## src/rtl/wb_matrix_pkg.sv

```systemverilog
// ---------------------------------------------------------------------------
// wb_matrix_pkg
//   Shared types and helpers for the Wishbone bus matrix.
//   - arb_state_t : per-slave-port arbiter state (IDLE / BUSY)
//   - WB_SEL_W()  : byte-select width for a given data width
//   - rr_pick()   : round-robin winner selection, returns a one-hot vector
//                   sized for the largest supported matrix (MAX_MASTERS)
// ---------------------------------------------------------------------------
package wb_matrix_pkg;

    localparam int MAX_MASTERS = 8;
    localparam int MAX_PTR_W   = 3;

    typedef enum logic {
        IDLE = 1'b0,
        BUSY = 1'b1
    } arb_state_t;

    function automatic int WB_SEL_W(input int dw);
        return dw / 8;
    endfunction

    // Scan the request vector starting at ptr and wrapping modulo n; the
    // first set request wins. Returns all zeros when nobody requests.
    function automatic logic [MAX_MASTERS-1:0] rr_pick(
        input logic [MAX_MASTERS-1:0] req,
        input logic [MAX_PTR_W-1:0]   ptr,
        input int                     n
    );
        logic [MAX_MASTERS-1:0] gnt;
        logic                   found;
        logic [MAX_PTR_W-1:0]   idx;
        gnt   = '0;
        found = 1'b0;
        for (int i = 0; i < MAX_MASTERS; i++) begin
            idx = MAX_PTR_W'((int'(ptr) + i) % n);
            if (i < n && !found && req[idx]) begin
                gnt[idx] = 1'b1;
                found    = 1'b1;
            end
        end
        return gnt;
    endfunction

endpackage

```

## src/rtl/wb_slave_port_arbiter_rr.sv

```systemverilog
// ---------------------------------------------------------------------------
// wb_rr_arbiter
//   Purely combinational round-robin arbiter, shared by the Wishbone, AXI and
//   AHB matrices.
//   Ports:
//     req_i [N_MASTERS]  request vector
//     ptr_i [PTR_W]      index of the highest-priority requester
//     gnt_o [N_MASTERS]  one-hot winner (zero when no request)
// ---------------------------------------------------------------------------
module wb_rr_arbiter
    import wb_matrix_pkg::*;
#(
    parameter int N_MASTERS = 2,
    parameter int PTR_W     = 1
) (
    input  logic [N_MASTERS-1:0] req_i,
    input  logic [PTR_W-1:0]     ptr_i,
    output logic [N_MASTERS-1:0] gnt_o
);

    assign gnt_o = N_MASTERS'(rr_pick(MAX_MASTERS'(req_i), MAX_PTR_W'(ptr_i), N_MASTERS));

endmodule

```

## src/rtl/wb_slave_port_arbiter.sv

```systemverilog
// ---------------------------------------------------------------------------
// wb_slave_port_arbiter
//   Arbitration and routing stage in front of one slave port of the Wishbone
//   matrix. Grants one master at a time (round robin), holds the grant for
//   the whole CYC, routes the granted master to the slave and returns
//   ACK/ERR only to that master.
//
//   Ports:
//     clk, rst                 clock, synchronous active-high reset
//     m_req_i/stb_i/we_i       per-master request (decoder hit & cyc), STB, WE
//     m_adr_i/dat_i/sel_i      flattened per-master address, data, selects
//     m_ack_o/err_o            per-master responses (granted master only)
//     m_dat_o                  slave read data, shared, qualified by ack
//     s_cyc/stb/we/adr/dat/sel_o  slave-side bus
//     s_ack_i/err_i/dat_i      slave response
//     gnt_vector_o             registered one-hot grant, zero when idle
//     timeout_o                watchdog pulse (only with WB_ARB_TIMEOUT_EN)
//
//   Optional feature macro: WB_ARB_TIMEOUT_EN -- adds a stall watchdog that
//   errors out and releases a transfer after TIMEOUT_CYCLES stalled cycles.
// ---------------------------------------------------------------------------
module wb_slave_port_arbiter
    import wb_matrix_pkg::*;
#(
    parameter int N_MASTERS      = 2,
    parameter int AW             = 32,
    parameter int DW             = 32,
    parameter int TIMEOUT_CYCLES = 256
) (
    input  logic                               clk,
    input  logic                               rst,
    input  logic [N_MASTERS-1:0]               m_req_i,
    input  logic [N_MASTERS-1:0]               m_stb_i,
    input  logic [N_MASTERS-1:0]               m_we_i,
    input  logic [N_MASTERS*AW-1:0]            m_adr_i,
    input  logic [N_MASTERS*DW-1:0]            m_dat_i,
    input  logic [N_MASTERS*WB_SEL_W(DW)-1:0]  m_sel_i,
    output logic [N_MASTERS-1:0]               m_ack_o,
    output logic [N_MASTERS-1:0]               m_err_o,
    output logic [DW-1:0]                      m_dat_o,
    output logic                               s_cyc_o,
    output logic                               s_stb_o,
    output logic                               s_we_o,
    output logic [AW-1:0]                      s_adr_o,
    output logic [DW-1:0]                      s_dat_o,
    output logic [WB_SEL_W(DW)-1:0]            s_sel_o,
    input  logic                               s_ack_i,
    input  logic                               s_err_i,
    input  logic [DW-1:0]                      s_dat_i,
`ifdef WB_ARB_TIMEOUT_EN
    output logic                               timeout_o,
`endif
    output logic [N_MASTERS-1:0]               gnt_vector_o
);

    localparam int SW    = WB_SEL_W(DW);
    localparam int PTR_W = (N_MASTERS > 1) ? $clog2(N_MASTERS) : 1;

    arb_state_t           state_q, state_d;
    logic [N_MASTERS-1:0] gnt_q, gnt_d;
    logic [PTR_W-1:0]     ptr_q, ptr_d;
    logic [N_MASTERS-1:0] pick;
    logic [PTR_W-1:0]     g_idx;
    logic                 own;         // granted master still holds its request
    logic                 timeout_hit;

    wb_rr_arbiter #(
        .N_MASTERS (N_MASTERS),
        .PTR_W     (PTR_W)
    ) u_rr (
        .req_i (m_req_i),
        .ptr_i (ptr_q),
        .gnt_o (pick)
    );

    // NOTE: every combinational block assigns defaults first so no path
    // leaves a signal unassigned, which would otherwise infer a latch.
    always_comb begin
        g_idx = '0;
        for (int i = 0; i < N_MASTERS; i++) begin
            if (gnt_q[i]) g_idx = PTR_W'(i);
        end
    end

    // Reset masks routing in the same cycle, so a reset mid-transfer never
    // returns a response to the master.
    assign own = (state_q == BUSY) && |(m_req_i & gnt_q) && !rst;

`ifdef WB_ARB_TIMEOUT_EN
    localparam int CNT_W = $clog2(TIMEOUT_CYCLES + 1);

    logic [CNT_W-1:0] cnt_q, cnt_d;
    logic             stalled;

    assign stalled = own && m_stb_i[g_idx] && !s_ack_i && !s_err_i;
    // The stalled cycle that would bring the count to TIMEOUT_CYCLES is the
    // one that fires the timeout.
    assign timeout_hit = stalled && (cnt_q == CNT_W'(TIMEOUT_CYCLES - 1));
    assign cnt_d       = stalled ? cnt_q + CNT_W'(1) : '0;
    assign timeout_o   = timeout_hit;

    always_ff @(posedge clk) begin
        if (rst) cnt_q <= '0;
        else     cnt_q <= cnt_d;
    end
`else
    assign timeout_hit = 1'b0;
`endif

    // Slave-side mux and response routing.
    always_comb begin
        s_cyc_o = 1'b0;
        s_stb_o = 1'b0;
        s_we_o  = 1'b0;
        s_adr_o = '0;
        s_dat_o = '0;
        s_sel_o = '0;
        m_ack_o = '0;
        m_err_o = '0;
        if (own) begin
            s_cyc_o = !timeout_hit;
            s_stb_o = m_stb_i[g_idx] && !timeout_hit;
            s_we_o  = m_we_i[g_idx];
            s_adr_o = m_adr_i[g_idx*AW +: AW];
            s_dat_o = m_dat_i[g_idx*DW +: DW];
            s_sel_o = m_sel_i[g_idx*SW +: SW];
            // ERR wins over ACK; a watchdog expiry is reported as ERR.
            m_err_o[g_idx] = s_err_i || timeout_hit;
            m_ack_o[g_idx] = s_ack_i && !s_err_i && !timeout_hit;
        end
    end

    assign m_dat_o      = s_dat_i;
    assign gnt_vector_o = gnt_q;

    // Next-state logic.
    always_comb begin
        state_d = state_q;
        gnt_d   = gnt_q;
        ptr_d   = ptr_q;
        case (state_q)
            IDLE: begin
                if (|m_req_i) begin
                    gnt_d   = pick;
                    state_d = BUSY;
                end
            end
            BUSY: begin
                if (!own || timeout_hit) begin
                    gnt_d   = '0;
                    state_d = IDLE;
                    ptr_d   = (int'(g_idx) == N_MASTERS - 1) ? '0 : g_idx + PTR_W'(1);
                end
            end
            default: begin
                gnt_d   = '0;
                state_d = IDLE;
            end
        endcase
    end

    // NOTE: sequential state uses non-blocking assignments only, so every
    // register samples the values from before the edge.
    always_ff @(posedge clk) begin
        if (rst) begin
            state_q <= IDLE;
            gnt_q   <= '0;
            ptr_q   <= '0;
        end else begin
            state_q <= state_d;
            gnt_q   <= gnt_d;
            ptr_q   <= ptr_d;
        end
    end

endmodule

```

## config.mk

```make
export PLATFORM = sky130hd
export DESIGN_NAME = wb_slave_port_arbiter
export DESIGN_NICKNAME = d
export VERILOG_FILES = /design/src/rtl/wb_matrix_pkg.sv /design/src/rtl/wb_slave_port_arbiter_rr.sv /design/src/rtl/wb_slave_port_arbiter.sv
export SDC_FILE = /design/constraint.sdc
export NUM_CORES = 1
export LEC_CHECK = 0
export BUFFER_PORTS_ARGS = -buffer_cell sky130_fd_sc_hd__buf_2
export CAP_MARGIN = 10
export CORE_AREA = 10 10 103 105
export CTS_BUF_LIST = sky130_fd_sc_hd__clkbuf_4 sky130_fd_sc_hd__clkbuf_8
export DETAILED_ROUTE_END_ITERATION = 8
export DIE_AREA = 0 0 113 115
export HOLD_SLACK_MARGIN = 0.06
export PLACE_DENSITY = 0.68
export SYNTH_ARGS = -nofsm -noshare
export SYNTH_HDL_FRONTEND = slang
export SYNTH_SLANG_ARGS = --single-unit
```

## constraint.sdc

```tcl
create_clock -name clk -period 1.4 [get_ports clk]
set_input_delay 0.21 -clock clk [delete_from_list [all_inputs] [get_ports clk]]
set_output_delay 0.21 -clock clk [all_outputs]
set_load 0.02 [all_outputs]
```

# After elaboration in Yosys (flattened, before gate mapping)
# Index checks and enable logic that the tools add are counted.
op_classes:
  add_sub_neg: 2
  order_cmp: 6
  eq_ne: 2
  n_shift: 3
  muxes: 32
  bitwise_logic: 7
  reduce_logical: 14
op_table:
  columns: ["op", "count"]
  rows:
  - ["$shiftx 64x7->32", 2]
  - ["$mux 32", 2]
  - ["$mux 1", 17]
  - ["$mux 2", 6]
  - ["$shiftx 8x4->4", 1]
  - ["$logic_and 1x1->1", 7]
  - ["$and 2x2->2", 3]
  - ["$lt 1x4->1 const B", 1]
  - ["$lt 3x4->1 const B", 1]
  - ["$mux 4", 1]
  - ["$ne 2x2->1 const B", 2]
  - ["$pmux 2 s2", 1]
  - ["$reduce_and 2->1", 2]
  - ["$reduce_or 2->1", 2]
  - ["$ge 3x1->1 const B", 1]
  - ["$logic_not 1->1", 3]
  - ["$add 1x1->1 const B", 2]
  - ["$bmux 1 s2", 1]
  - ["$demux 1 s1", 2]
  - ["$demux 1 s2", 1]
  - ["$ge 1x1->1 const B", 2]
  - ["$lt 1x2->1 const B", 1]
  - ["$not 1->1", 2]
  - ["$or 2x2->2", 1]
  - ["2 further kinds", 2]
word_totals:
  regBits: 4
  output_inout_bits: 109

# Logic depth before layout (Yosys ltp)
# Gate-level depths: netlist of run 1.
logic_depth:
  depth_word: 10
  ltp_mapped: 5
  depth_no_buf: 3

# By module
# Synthesis of run 1 repeated with hierarchy kept, for this count alone.
unflattened:
  cells_unflattened: 150
  hier_area_um2: 1270.0
by_module_without_submodules:
  columns: ["module", "n_inst", "cells_per_inst", "area_each_um2", "seq_area_each_um2"]
  rows:
  - ["wb_slave_port_arbiter", 1, 147, 1251.2, 80.1]
  - ["wb_rr_arbiter", 1, 3, 18.8, 0.0]

# Worst setup path after synthesis of run 1
# No wires, ideal clock.
synth_path:
  path_kind: "register -> output"
  start: "register gnt_q[0] (netlist: gnt_vector_o[0])"
  end: "output port m_ack_o[0]"
  arrival_time_ns: 1.414
  required_time_ns: 1.190
  setup_slack_ns: -0.224
  path_stages_with_launch: 5
  cell_sequence: "dfxtp_1 -> nand2_2 -> nor3_4 -> buf_6 -> and3b_1"
synth_between:
  elab_chain_cells: 5
synth_rtl:
  columns: ["item", "line_no", "rtl"]
  rows:
  - ["start: declaration", "wb_slave_port_arbiter.sv:60", "logic [N_MASTERS-1:0] gnt_q, gnt_d;"]
  - ["start signal: assignment", "wb_slave_port_arbiter.sv:171", "gnt_q <= gnt_d;"]
  - ["$and 2x2->2", "wb_slave_port_arbiter.sv:87", "assign own = (state_q == BUSY) && |(m_req_i & gnt_q) && !rst;"]
  - ["$reduce_or 2->1", "wb_slave_port_arbiter.sv:87", null]
  - ["$logic_and 1x1->1 (2 in series)", "wb_slave_port_arbiter.sv:87", null]
  - ["$mux 2", "wb_slave_port_arbiter.sv:120", "if (own) begin"]
  - ["end: declaration", "wb_slave_port_arbiter.sv:38", "output logic [N_MASTERS-1:0] m_ack_o,"]
# Every way passes these cells.

# Worst setup path after layout of run 1
layout_path:
  start: "register gnt_q[0] (netlist: gnt_vector_o[0])"
  end: "output port s_dat_o[25]"
layout_between:
  elab_chain_cells: 5
layout_rtl:
  columns: ["item", "line_no", "rtl"]
  rows:
  - ["$and 2x2->2", "wb_slave_port_arbiter.sv:87", null]
  - ["$reduce_or 2->1", "wb_slave_port_arbiter.sv:87", null]
  - ["$logic_and 1x1->1 (2 in series)", "wb_slave_port_arbiter.sv:87", null]
  - ["$mux 32", "wb_slave_port_arbiter.sv:120", null]
  - ["end: declaration", "wb_slave_port_arbiter.sv:45", "output logic [DW-1:0] s_dat_o,"]
# Every way passes these cells.

==> results.ini, run 1 <==
[worst_setup_path]
crit_slowest_cell=dfxtp_4
cp.arrival_ns=1.60
cp_max_fo=7
max_stage_delay_ns=0.35
rrSetupSlack_ns=0.30
reg2reg_depth=5
crit_type=reg -> out
rr_startpoint=gnt_vector_o[0]
cp-start-kind=flip-flop
cp_cell_sequence=a21o_1 -> and4b_4 -> buf_12 -> clkbuf_16 -> a22o_4 -> buf_6
cp.required_ns=1.19
r2r-end=ptr_q
end_kind=output pin

[routing]
vias=2132
drtIter0Drc=117
met1_length_mm=3.64
final_antenna_net_count=0
highest_layer=met4
viasPerCell=4.57
routed_wl_mm=10.3
drc_errors=0
wl_met3_um=942
wl_per_cell_um=22.1
dr.pass1.iters=6
wl_met2_mm=5.64

[global_routing]
grt-ovfl-total=0
groute.usage.overall_pct=12.9
grt_pass1_wl_mm=13.8
antenna_found_initial=1
grt_max_degree=39
grt_pass1_vias=2275

[sta]
clock_skew_ns=0.000554
timing.hold.ws_ns=0.306
finalHoldViolations=0
drv_slew=0
setup_violations=74
timing.final.ws_setup_ns=-0.415
maxSlewHeadroom_pct=84.2
post-route-period-util_pct=130
setup-tns-final_ns=-28.36
worst_slew_pin_slew_ns=0.237
fmax_mhz=551
period_minus_slack_ns=1.81
rsz0062_at_grt=yes

[pwr]
p_seq_share_pct=14.5
powerDensity_mw_per_mm2=253
peakVddDrop_mv=0.475
clockPowerShare_pct=29.9
p_switching_uw=305
p_leak_uw=0.00203
power_frac_comb_pct=55.6
switching_share_pct=32.6
power.total_uw=937
p_int_uw=632

[synthesis]
syn_area_per_cell_sq_um=8.58
yosysUniqueCellTypes=26
yosysSeqAreaShare_pct=6.14
syn_area_sq_mm=0.00130
synth-seq-cells=4
syn-num-nets=330
netlist_instances=152
yosysWarningCount=0

[placed_design]
routabilityCongestion=0.757
pre_cts_slack_ns=-0.191
hpwl_mm=7.61
io_buffers=222

[floorplanning]
num_rows=34
io_pins=287
die_area_sq_mm=0.0130
start_util_pct=15.2
die_h_um=115
die_width_um=113
core_area_sq_mm=0.00855

[cells_and_area]
nets=538
n_antenna_cell=0
seq_area_sq_um=88.8
nFillCells=792
area_growth_pct=183
drive_gt1_share_pct=94.2
multi_input_comb_area_sq_mm=0.00138

[clock_network]
cts-root-buf=clkbuf_8
clkSlewWorstSetupHoldPaths_ns=0.03
cts_max_level=1
cts_buffers=3
clock_path_buffers=2
cts.sinks=4
cts_tree=built
clock_latency_ns=0.22

[hold_path]
whs_endpoint=state_q
hold_path.class=in -> reg
worstHoldStart=rst
min_delay_path_depth=3

[outcome]
violations=setup timing
status=finished, violations left

[flow_run]
maxCapViolations=0

[layout by cell type, fill, tap and decap left out, types with 2 or more instances in the layout]
| cell type | instances |
|---|---|
| clkbuf_8 | 3 |
| clkbuf_16 | 4 |
| and2_4 | 2 |
| o21ai_0 | 3 |
| buf_6 | 79 |
| a22o_4 | 62 |
| buf_4 | 12 |
| dfxtp_4 | 2 |
| a22o_2 | 8 |
| buf_2 | 147 |
| a21oi_1 | 5 |
| buf_16 | 2 |
| buf_12 | 6 |
[stage by stage]
step / area (sq um) / util (%) / instances
2_1_floorplan: 1870 / - / 152
3_3_place_gp: 2840 / 33.2 / 445
3_5_place_dp: 2840 / 33.2 / 445
4_1_cts: 3350 / 39.2 / 456
5_1_grt: 3700 / 43.2 / 467
6_report: 3700 / 43.2 / 467
[area by class of cell]
| class | count | share of cell area (%) |
|---|---|---|
| multi-input cells | 98 | 37.4 |
| inverters | 1 | 0.102 |
| clock buffers | 4 | 1.32 |
| flip-flops and latches | 4 | 2.40 |
| well taps | 108 | 3.66 |
| repair buffers | 252 | 55.1 |
[cell families after synthesis]
group,count (synthesis),share of synthesized area (%)
buffers and inverters,50,31.1
AND/OR/NAND/NOR,16,9.69
flip-flops,4,6.14
AO/OA/AOI/OAI,82,53.1
[worst max-delay path, delay by kind of cell, from the launching register on]
family          cells  cell delay, ns
flops               1            0.35
buf+inv             3            0.44
compound gates      2            0.39
simple gates        1            0.21
[worst max path at each step]
stage,start,to,depth (start not counted)
2_1_floorplan,gnt_vector_o[0],m_ack_o[0],4
3_3_place_gp,rst,m_ack_o[0],6
3_5_place_dp,gnt_vector_o[0],s_dat_o[28],5
4_1_cts,gnt_vector_o[0],s_dat_o[28],5
5_1_grt,gnt_vector_o[0],s_dat_o[22],6
6_report,gnt_vector_o[0],s_dat_o[25],6
[Yosys cell counts]
cell | count | area share (%)
nand3_1 | 1 | 0.38
a211oi_1 | 1 | 0.58
nand2b_4 | 1 | 1.1
buf_4 | 40 | 23
or2b_1 | 1 | 0.58
nand2b_1 | 1 | 0.48
and2_1 | 1 | 0.48
buf_6 | 9 | 7.8
a21oi_1 | 6 | 2.3
nand2_1 | 1 | 0.29
a22o_1 | 60 | 40
nand4b_1 | 1 | 0.67
dfxtp_1 | 4 | 6.1
and4b_1 | 1 | 0.77
a21o_1 | 1 | 0.58
a31oi_1 | 1 | 0.48
o21ai_0 | 3 | 1.2
nor3_4 | 1 | 1.2
inv_1 | 1 | 0.29
nor3b_1 | 2 | 1.2
nand3b_1 | 1 | 0.58
and3b_1 | 1 | 0.67
a22o_2 | 10 | 7.7
nand2_2 | 1 | 0.48
and2_2 | 1 | 0.58
nor2_1 | 1 | 0.29
[power by group through the flow]
stage	clock, uW	combinational, uW	sequential [uW]
6_report	280	521	136
5_1_grt	296	557	137
4_1_cts	287	493	136
3_5_place_dp	0	453	137
3_3_place_gp	0	443	136
2_1_floorplan	0	285	137
[flip-flops by register name (all words and copies together), names as in the netlist]
| signal | count |
|---|---|
| state_q | 1 |
| ptr_q | 1 |
| gnt_vector_o | 2 |
[per-layer routing]
layer | GRT usage [%] | vias to the layer above
met5 | 0 | -
met3 | 4.22 | 14
met1 | 12.6 | 997
met4 | 2.37 | 0
met2 | 25.7 | 129
li1 | - | 992
[what timing repair did]
action	in CTS	in global routing
setup buffers	5	4
hold buffers	0	0
pin swaps	2	2
resized for setup	119	49
cloned	3	8
setup endpoints to repair	75	75
No activity file was read; power rests on OpenSTA's default activity.
==> run 2, diff against run 1 <==
Settings changed: SETUP_SLACK_MARGIN set to 0.15.
==> results.ini, run 2 (synthesis results as in run 1) <==
[outcome]
status=finished, violations left
violations=setup timing

[cells_and_area]
layout_common_cells=buf_2, buf_6, a22o_4
nets=549  ; +2.0%
final_cell_count_no_fill=480  ; +2.8%
layout_commonest_cell=buf_2
drive_gt1_share_pct=94.6  ; +0.44 points
nFillCells=806  ; +1.8%
fin_area_sq_mm=0.00394  ; +6.5%
area_growth_pct=202
seq_area_sq_um=91.3  ; +2.8%
multi_input_comb_area_sq_mm=0.00144  ; +4.3%
largest_reg_flops=2  ; unchanged

[pwr]
peakVddDrop_mv=0.393  ; -17%
powerDensity_mw_per_mm2=248  ; -2.1%
p_leak_uw=0.00215  ; +6.1%

[routing]
vias=2280  ; +6.9%
final_antenna_net_count=0  ; unchanged
routed_wl_mm=11.7  ; +14%
wl_per_cell_um=24.4  ; +11%
drc_errors=0  ; unchanged
dr.pass1.iters=6  ; unchanged
viasPerCell=4.75  ; +4.0%
drtIter0Drc=165  ; +41%

[worst_setup_path]
cp-start-kind=flip-flop
crit_type=reg -> out
end_kind=output pin
rrSetupSlack_ns=0.11  ; -0.19 ns
cp_max_fo=8  ; +1
cp.arrival_ns=1.63  ; +0.03 ns
cp.required_ns=1.19  ; about the same

[sta]
setup_violations=74  ; unchanged
rsz0062_at_grt=yes
maxSlewHeadroom_pct=84.5  ; +0.31 points
post-route-period-util_pct=131  ; +1.9 points
period_minus_slack_ns=1.84  ; +0.0261 ns
fmax_mhz=543  ; -1.4%
timing.hold.ws_ns=0.294  ; -0.0116 ns
worst_slew_pin_slew_ns=0.230  ; -0.00705 ns
drv_slew=0  ; unchanged
finalHoldViolations=0  ; unchanged
setup-tns-final_ns=-30.02  ; -1.65 ns
timing.final.ws_setup_ns=-0.441  ; -0.0261 ns
clock_skew_ns=0.00937  ; +0.00882 ns

[clock_network]
cts_tree=built
clock_latency_ns=0.22  ; about the same
clock_path_buffers=2  ; unchanged
cts_max_level=1  ; unchanged
cts-root-buf=clkbuf_8
cts.sinks=4  ; unchanged
hold_buffers=0  ; unchanged
clkSlewWorstSetupHoldPaths_ns=0.04  ; about the same
cts_buffers=3  ; unchanged

[flow_run]
maxCapViolations=0  ; unchanged

[placed_design]
hpwl_mm=8.35  ; +9.8%
place_inst=450  ; +1.1%
place_area_sq_mm=0.00287  ; +1.3%
routabilityCongestion=0.740  ; -2.2%
io_buffers=222  ; unchanged
pre_cts_slack_ns=-0.200  ; -0.00975 ns

[global_routing]
grt-ovfl-total=0  ; unchanged
grt_max_degree=42  ; +7.7%
grt_pass1_wl_mm=15.0  ; +8.9%
grt_pass1_vias=2346  ; +3.1%
groute.usage.overall_pct=14.4  ; +1.6 points
antenna_found_initial=2  ; +1

[floorplanning]
die_width_um=113  ; unchanged
die_area_sq_mm=0.0130  ; unchanged
start_util_pct=15.2  ; unchanged
core_area_sq_mm=0.00855  ; unchanged
num_rows=34  ; unchanged
die_h_um=115  ; unchanged
io_pins=287  ; unchanged

[hold_path]
hold_path.class=in -> reg

==> run 2: per-layer routing <==
layer  vias up  share of wire, %  wire [um]  track usage, %
met4         0               2.6        301            3.55
met1      1086                34       3990            15.0
met5         -                 0          0               0
met3        24                11       1250            5.52
met2       146                53       6190            26.8
li1       1024                 -          -               -
==> run 2: critical path, stage by stage (launching register included) <==
cell       delay [ns]
dfxtp_4          0.35
a21o_1           0.17
and4b_4          0.21
buf_12           0.16
clkbuf_16        0.16
a22o_4           0.22
buf_6            0.13
==> run 2: worst paths after layout <==
kind | cells after the start | endpoint | from
max | 6 | s_dat_o[23] | gnt_vector_o[0]
min | 3 | gnt_vector_o[1] | rst
max reg2reg | 6 | gnt_vector_o[1] | gnt_vector_o[0]
min reg2reg | 2 | ptr_q | ptr_q
==> run 2: timing repair <==
item	4_1_cts	5_1_grt
gates cloned	3	10
endpoints found under the hold margin	0	0
pin swaps	3	13
gates resized for setup	142	35
setup endpoints to repair	75	75
buffers inserted	3	8
==> run 2: layout make-up <==
cell class              instances  area share, %
clock buffers                   4           1.24
flip-flops and latches          4           2.32
diodes                          2          0.127
multi-input cells              98           36.6
repair buffers                263           56.2
well taps                     108           3.43
inverters                       1         0.0954
==> run 2: per-stage QoR <==
step	power, uW	util, %
after floorplan	422	-
after global placement	582	33.6
after detailed placement	595	33.6
after CTS	936	40.9
after global routing	1030	46.0
final	976	46.0
==> run 2: report_power, final <==
| part | internal, uW | switching [uW] | total, uW |
|---|---|---|---|
| Sequential | 124 | 11.0 | 135 |
| Clock | 215 | 72.1 | 287 |
| Combinational | 307 | 248 | 555 |
